$ cat config.mk
export PLATFORM = sky130hd
export DESIGN_NAME = ucsbece154b_mem_arbiter
export DESIGN_NICKNAME = d
export VERILOG_FILES = /design/src/rtl/ucsbece154b_mem_pkg.sv /design/src/rtl/ucsbece154b_arb_pick.sv /design/src/rtl/ucsbece154b_mem_arbiter.sv
export SDC_FILE = /design/constraint.sdc
export NUM_CORES = 1
export LEC_CHECK = 0
export ABC_AREA = 1
export BUFFER_PORTS_ARGS = -buffer_cell sky130_fd_sc_hd__clkbuf_2
export CORE_MARGIN = 3
export CORE_UTILIZATION = 40
export CTS_CLUSTER_SIZE = 14
export DETAILED_ROUTE_END_ITERATION = 12
export GPL_TIMING_DRIVEN = 0
export HOLD_SLACK_MARGIN = 0.15
export PLACE_DENSITY = 0.77
export REMOVE_ABC_BUFFERS = 1
export SLEW_MARGIN = 20
export SYNTH_ARGS = -nofsm -noshare
export SYNTH_HDL_FRONTEND = slang
export SYNTH_SLANG_ARGS = --single-unit
export TNS_END_PERCENT = 100
$ cat constraint.sdc
create_clock -name clk -period 1.95 [get_ports clk]
set_clock_uncertainty 0.1 [all_clocks]
set_input_delay 0.195 -clock clk [delete_from_list [all_inputs] [get_ports clk]]
set_output_delay 0.195 -clock clk [all_outputs]
set_load 0.02 [all_outputs]
$ cat src/rtl/ucsbece154b_mem_pkg.sv
// Shared encodings for the unified-memory arbiter: FSM states and grant owner.
package ucsbece154b_mem_pkg;

  typedef enum logic [1:0] {
    MA_IDLE  = 2'd0,
    MA_ISSUE = 2'd1,
    MA_WAIT  = 2'd2,
    MA_RESP  = 2'd3
  } ma_state_t;

  typedef enum logic {
    GNT_I = 1'b0,
    GNT_D = 1'b1
  } gnt_t;

endpackage

$ cat src/rtl/ucsbece154b_arb_pick.sv
// Combinational winner select: data beats fetch unless the starvation guard fires.
module ucsbece154b_arb_pick
  import ucsbece154b_mem_pkg::*;
(
  input  logic ireq,
  input  logic dreq,
  input  logic starve_fire,
  output logic vld,
  output gnt_t gnt
);

  always_comb begin
    vld = ireq | dreq;
    gnt = GNT_I;
    if (dreq && !(starve_fire && ireq)) gnt = GNT_D;
  end

endmodule

$ cat src/rtl/ucsbece154b_mem_arbiter.sv
// Single-port memory arbiter between fetch and load/store, one transaction at a time.
// Define MEM_ARB_STARVE_GUARD_EN to force a fetch grant after STARVE_MAX data grants.
module ucsbece154b_mem_arbiter
  import ucsbece154b_mem_pkg::*;
#(
  parameter int ADDR_W     = 32,
  parameter int DATA_W     = 32,
  parameter int STARVE_MAX = 4
) (
  input  logic              clk,
  input  logic              reset,
  input  logic              IReq_i,
  input  logic [ADDR_W-1:0] IAddr_i,
  output logic [DATA_W-1:0] IRdata_o,
  output logic              IDone_o,
  input  logic              DReq_i,
  input  logic              DWe_i,
  input  logic [ADDR_W-1:0] DAddr_i,
  input  logic [DATA_W-1:0] DWdata_i,
  output logic [DATA_W-1:0] DRdata_o,
  output logic              DDone_o,
  output logic              MemEn_o,
  output logic              MemWe_o,
  output logic [ADDR_W-1:0] MemAddr_o,
  output logic [DATA_W-1:0] MemWdata_o,
  input  logic [DATA_W-1:0] MemRdata_i,
  input  logic              MemReady_i,
  output logic              Busy_o
);

  ma_state_t         state, state_nxt;
  gnt_t              gnt_q, pick_gnt;
  logic              pick_vld;
  logic              starve_fire;
  logic              we_q;
  logic [ADDR_W-1:0] addr_q;
  logic [DATA_W-1:0] wdata_q;
  logic [DATA_W-1:0] irdata_q;
  logic [DATA_W-1:0] drdata_q;
  logic              grant_now;

  ucsbece154b_arb_pick u_pick (
    .ireq        (IReq_i),
    .dreq        (DReq_i),
    .starve_fire (starve_fire),
    .vld         (pick_vld),
    .gnt         (pick_gnt)
  );

  assign grant_now = (state == MA_IDLE) && pick_vld;

`ifdef MEM_ARB_STARVE_GUARD_EN
  localparam int CNT_W = $clog2(STARVE_MAX + 1);
  localparam logic [CNT_W-1:0] STARVE_LIM = CNT_W'(STARVE_MAX);

  logic [CNT_W-1:0] starve_cnt;

  assign starve_fire = IReq_i && (starve_cnt == STARVE_LIM);

  // Counts only data grants that bypassed a waiting fetch; saturates at the limit.
  always_ff @(posedge clk) begin
    if (reset) begin
      starve_cnt <= '0;
    end else if (state == MA_IDLE) begin
      if (!IReq_i || pick_gnt == GNT_I) begin
        starve_cnt <= '0;
      end else if (starve_cnt != STARVE_LIM) begin
        starve_cnt <= starve_cnt + CNT_W'(1);
      end
    end
  end
`else
  assign starve_fire = 1'b0;
`endif

  always_ff @(posedge clk) begin
    if (reset) state <= MA_IDLE;
    else       state <= state_nxt;
  end

  always_comb begin
    state_nxt = state;
    MemEn_o   = 1'b0;
    Busy_o    = 1'b1;
    IDone_o   = 1'b0;
    DDone_o   = 1'b0;
    case (state)
      MA_IDLE: begin
        Busy_o = 1'b0;
        if (pick_vld) state_nxt = MA_ISSUE;
      end
      MA_ISSUE: begin
        MemEn_o   = 1'b1;
        state_nxt = MA_WAIT;
      end
      MA_WAIT: begin
        if (MemReady_i) state_nxt = MA_RESP;
      end
      MA_RESP: begin
        IDone_o   = (gnt_q == GNT_I);
        DDone_o   = (gnt_q == GNT_D);
        state_nxt = MA_IDLE;
      end
      default: state_nxt = MA_IDLE;
    endcase
  end

  // Requester attributes are captured once at grant; later input changes cannot disturb the access.
  always_ff @(posedge clk) begin
    if (reset) begin
      gnt_q    <= GNT_I;
      we_q     <= 1'b0;
      addr_q   <= '0;
      wdata_q  <= '0;
      irdata_q <= '0;
      drdata_q <= '0;
    end else begin
      if (grant_now) begin
        gnt_q <= pick_gnt;
        if (pick_gnt == GNT_D) begin
          addr_q  <= DAddr_i;
          we_q    <= DWe_i;
          wdata_q <= DWdata_i;
        end else begin
          addr_q  <= IAddr_i;
          we_q    <= 1'b0;
          wdata_q <= '0;
        end
      end
      if (state == MA_WAIT && MemReady_i) begin
        if (gnt_q == GNT_I)  irdata_q <= MemRdata_i;
        else if (!we_q)      drdata_q <= MemRdata_i;
      end
    end
  end

  assign MemWe_o    = we_q;
  assign MemAddr_o  = addr_q;
  assign MemWdata_o = wdata_q;
  assign IRdata_o   = irdata_q;
  assign DRdata_o   = drdata_q;

  a_starve_max_min: assert property (@(posedge clk) STARVE_MAX >= 1);
  a_en_one_cycle:   assert property (@(posedge clk) disable iff (reset) MemEn_o |=> !MemEn_o);
  a_done_onehot:    assert property (@(posedge clk) !(IDone_o && DDone_o));

endmodule

==> impl_results.md <==
- Antenna-violating nets left: 0
- Reg2reg start: state[0]
- RD Place Congestion: 0.747
- Hold Path Class: input pin to register
- Vias: 6530
- Syn_area_per_cell: roughly 7 um^2
- Critical path arrival: a little over 2 ns
- Crit-path slowest cell: buf_2
- Total CTS buffers: 17
- Share of layout cells above drive strength 1: about 28%
- Max transition margin: 29.8%
- DR DRC count: 0
- LEAKAGE: between 4 and 5 nW
- Hold Worst Slack: 0.166 ns
- Worst setup SP type: input pin
- Reg2reg path depth: 6
- Crit. End Element: register
- CP Cell Sequence: buf_2 > o21ai_0 > dlygate4sd3_1 > nor2_1 > nor2_1
- Switching Share: 37.9%
- Starting density of the core: 41.2%
- CTS tree: built
- Clock latency on the worst-skew pair: 0.42 ns
- Die area: 0.0152 mm^2
- Antenna diodes: 0
- Critical path destination: MemAddr_o[6]
- WP buf/inv: 2
- Flop-to-flop setup slack: 0.14 ns
- Sequential area share after synthesis: 48.1%
- Dominant cells by area after synthesis: dfxtp_1, nand2_1, nor2_1
- Psw: 4.05 mW
- CP max FO: 67
- Clock-pin transition on the worst setup and hold timing paths: 0.06 ns
- Gate count of the mapped netlist: roughly 800
- Number of synthesized register bits: 132
- YS warnings: 0
- Fin. max-slew vios: 0
- P&R area growth vs syn: 65.4%
- Total power: ~11 mW
- Register area: ~0.0026 mm^2
- Clock sinks: 132
- CP dominant cell by count: nor2_1
- Pwr/cell area: 1180 mW/mm^2
- H-tree depth: 4
- Hold Vio Cnt, Final: 0
- TritonRoute pass-1 iters: 5
- Setup CP Type: input pin to register
- Initial antenna violation count: 0
- Drt wl/cell: about 14 um
- Met2 usage: 41.4%
- Max Clk Rate: 542 MHz
- Post-synth top area cell: dfxtp_1
- Core box area: approximately 0.013 mm^2
- Combinational Power Share: 38.3%
- Worst Path Required: between 2 and 2.5 ns
- Vias in the first global route: 6065
- Proportion of power drawn by flip-flops and latches: around a third
- Drt total wl: around 20000 um
- Clock power share: 28.4%
- Crit path max-delay family: buffers and inverters
- Period utilization: 94.6%
- Clk root buf: clkbuf_16
- First-pass GRT wire length: 29300 um
- Worst r2r dst: state[0]
- DR iter-0 viols: 396
- TNS Setup: 0 ns
- Met1 Use GR: between 20% and 30%
- Clock tree buffer depth: 2
- Pin count of the biggest net entering global routing: 68
- Internal power: 6.64 mW
- Final setup viols: 0
- Final HPWL DP: 10900 um
- Worst vdd ir: between 0.8 and 0.9 mV
- Grt met3 use: 6.82%
- IO Port Bufs: 266
- Status: completed
- Footprint of the multi-input gates: 0.00239 mm^2
- Start point of the critical path: DReq_i
- Via-to-Cell Ratio: 4.73
- Synth unique cells: 16
- All-Layer GR Usage: 24.5%
- Total global routing overflow: 0
- IO Pins: between 200 and 300
- Final min period: around 1.8 ns
- Die X: between 100 and 150 um
- Cell count along the critical path: 5
- GR peak layer: met2
- Die Y: 123 um
- Largest stage delay on the critical path: between 0.7 and 0.8 ns
- Fillers: 1019
- Synthesized area: 0.00550 mm^2
- Worst Tran Pin Value: 1.05 ns
- Num rows: 42
- Nets: between 1000 and 1500
- Max Cap Viol: 0
- Area share of the largest cell type after synthesis: 48.1%
==> worst min-delay path, cell delays in order <==
cell	delay [ns]
clkbuf_2	0.12
nor2_1	0.04
nand2_1	0.12
a21oi_1	0.09
nor2_1	0.08
==> kinds of logic (layout without fill, tap and decap cells) <==
logic type / Yosys count / count (layout) / synth area share [%]
and+or+nand+nor: 436 / 438 / 32.1
AOI/OAI and AO/OA: 101 / 101 / 9.40
DFF: 132 / 132 / 48.1
buffers and inverters: 125 / 530 / 9.33
adders and majority gates: 5 / 5 / 1.14
==> how the worst min path moves through the flow <==
| stage | startpoint | to | slack (ns) | depth (start not counted) |
|---|---|---|---|---|
| 4_1_cts | IReq_i | state[1] | 0.17 | 5 |
| 2_1_floorplan | reset | MemWdata_o[0] | 0.16 | 1 |
| 6_report | IReq_i | state[1] | 0.17 | 5 |
| 3_3_place_gp | MemRdata_i[9] | IRdata_o[9] | 0.33 | 3 |
| 5_1_grt | IReq_i | MemWdata_o[24] | 0.20 | 5 |
| 3_5_place_dp | DWdata_i[25] | MemWdata_o[25] | 0.34 | 3 |
==> routing by layer <==
| layer | vias to the layer above | share of wire [%] |
|---|---|---|
| met5 | - | 0 |
| met4 | 0 | 3.9 |
| met3 | 61 | 6.9 |
| met2 | 288 | 50 |
| met1 | 2944 | 39 |
| li1 | 3237 | - |
==> layout by cell type, fill, tap and decap left out, types with 2 or more instances in the layout <==
| cell | count |
|---|---|
| o21ai_0 | 64 |
| nand2_1 | 202 |
| dfxtp_1 | 130 |
| buf_16 | 2 |
| inv_1 | 72 |
| dfxtp_2 | 2 |
| clkbuf_2 | 265 |
| clkbuf_16 | 19 |
| buf_12 | 4 |
| clkinvlp_4 | 7 |
| nor2_1 | 197 |
| clkinv_2 | 2 |
| clkbuf_1 | 3 |
| clkinv_4 | 5 |
| nor2_4 | 4 |
| a21oi_1 | 36 |
| nand3b_1 | 32 |
| ha_1 | 5 |
| dlygate4sd3_1 | 131 |
| buf_4 | 12 |
| clkbuf_8 | 2 |
==> cell usage after synthesis <==
cell type and count:
clkbuf_1 19, buf_4 4, a21oi_1 36, buf_1 3
ha_1 5, nor3_2 1, nor2_1 199, o21ai_4 1
buf_2 23, dfxtp_1 132, inv_2 1, nand2_1 203
nand3_1 1, inv_1 75, o21ai_0 64, nand3b_1 32
==> cell type report <==
type / count / share of cell area (%)
clock inverter: 10 / 1.10
inverter: 76 / 3.34
tap: 176 / 2.42
timing repair inverter: 3 / 0.248
sequential: 132 / 29.1
clock buffer: 22 / 5.10
timing repair buffer: 419 / 32.4
multi-input combinational: 544 / 26.3
==> sequential cells by signal, summed over array words and instances (netlist names) <==
signal      count
DRdata_o       32
IRdata_o       32
MemAddr_o      32
MemWdata_o     32
state           2
MemWe_o         1
gnt_q           1
==> power groups by stage <==
stage / Combinational, mW / Clock, mW / Sequential (mW)
CTS: 3.87 / 3.08 / 3.54
finish: 4.10 / 3.03 / 3.56
detailed placement: 3.46 / 0 / 3.58
global route: 4.46 / 3.21 / 3.62
floorplan: 1.48 / 0 / 4.17
global placement: 3.23 / 0 / 3.55
==> stage by stage <==
step / instances / utilization [%] / area, um^2 / setup WS, ns
after global routing: 1382 / 68.1 / 9090 / -0.00486
after floorplan: 750 / - / 5270 / -0.586
after detailed placement: 1197 / 52.2 / 6960 / -0.741
after global placement: 1192 / 51.1 / 6820 / -2.11
final: 1382 / 68.1 / 9090 / 0.105
after CTS: 1377 / 67.4 / 9000 / 0.00605
==> repair_timing <==
item | in CTS | in global routing
pin swaps | 3 | 0
gates cloned | 4 | 3
gates resized for setup | 8 | 7
buffers inserted | 13 | 2
hold buffers | 131 | 0
endpoints found under the hold margin | 131 | 0
endpoints found under the setup margin | 116 | 113
Note: power is estimated with default switching activity, not from simulation.
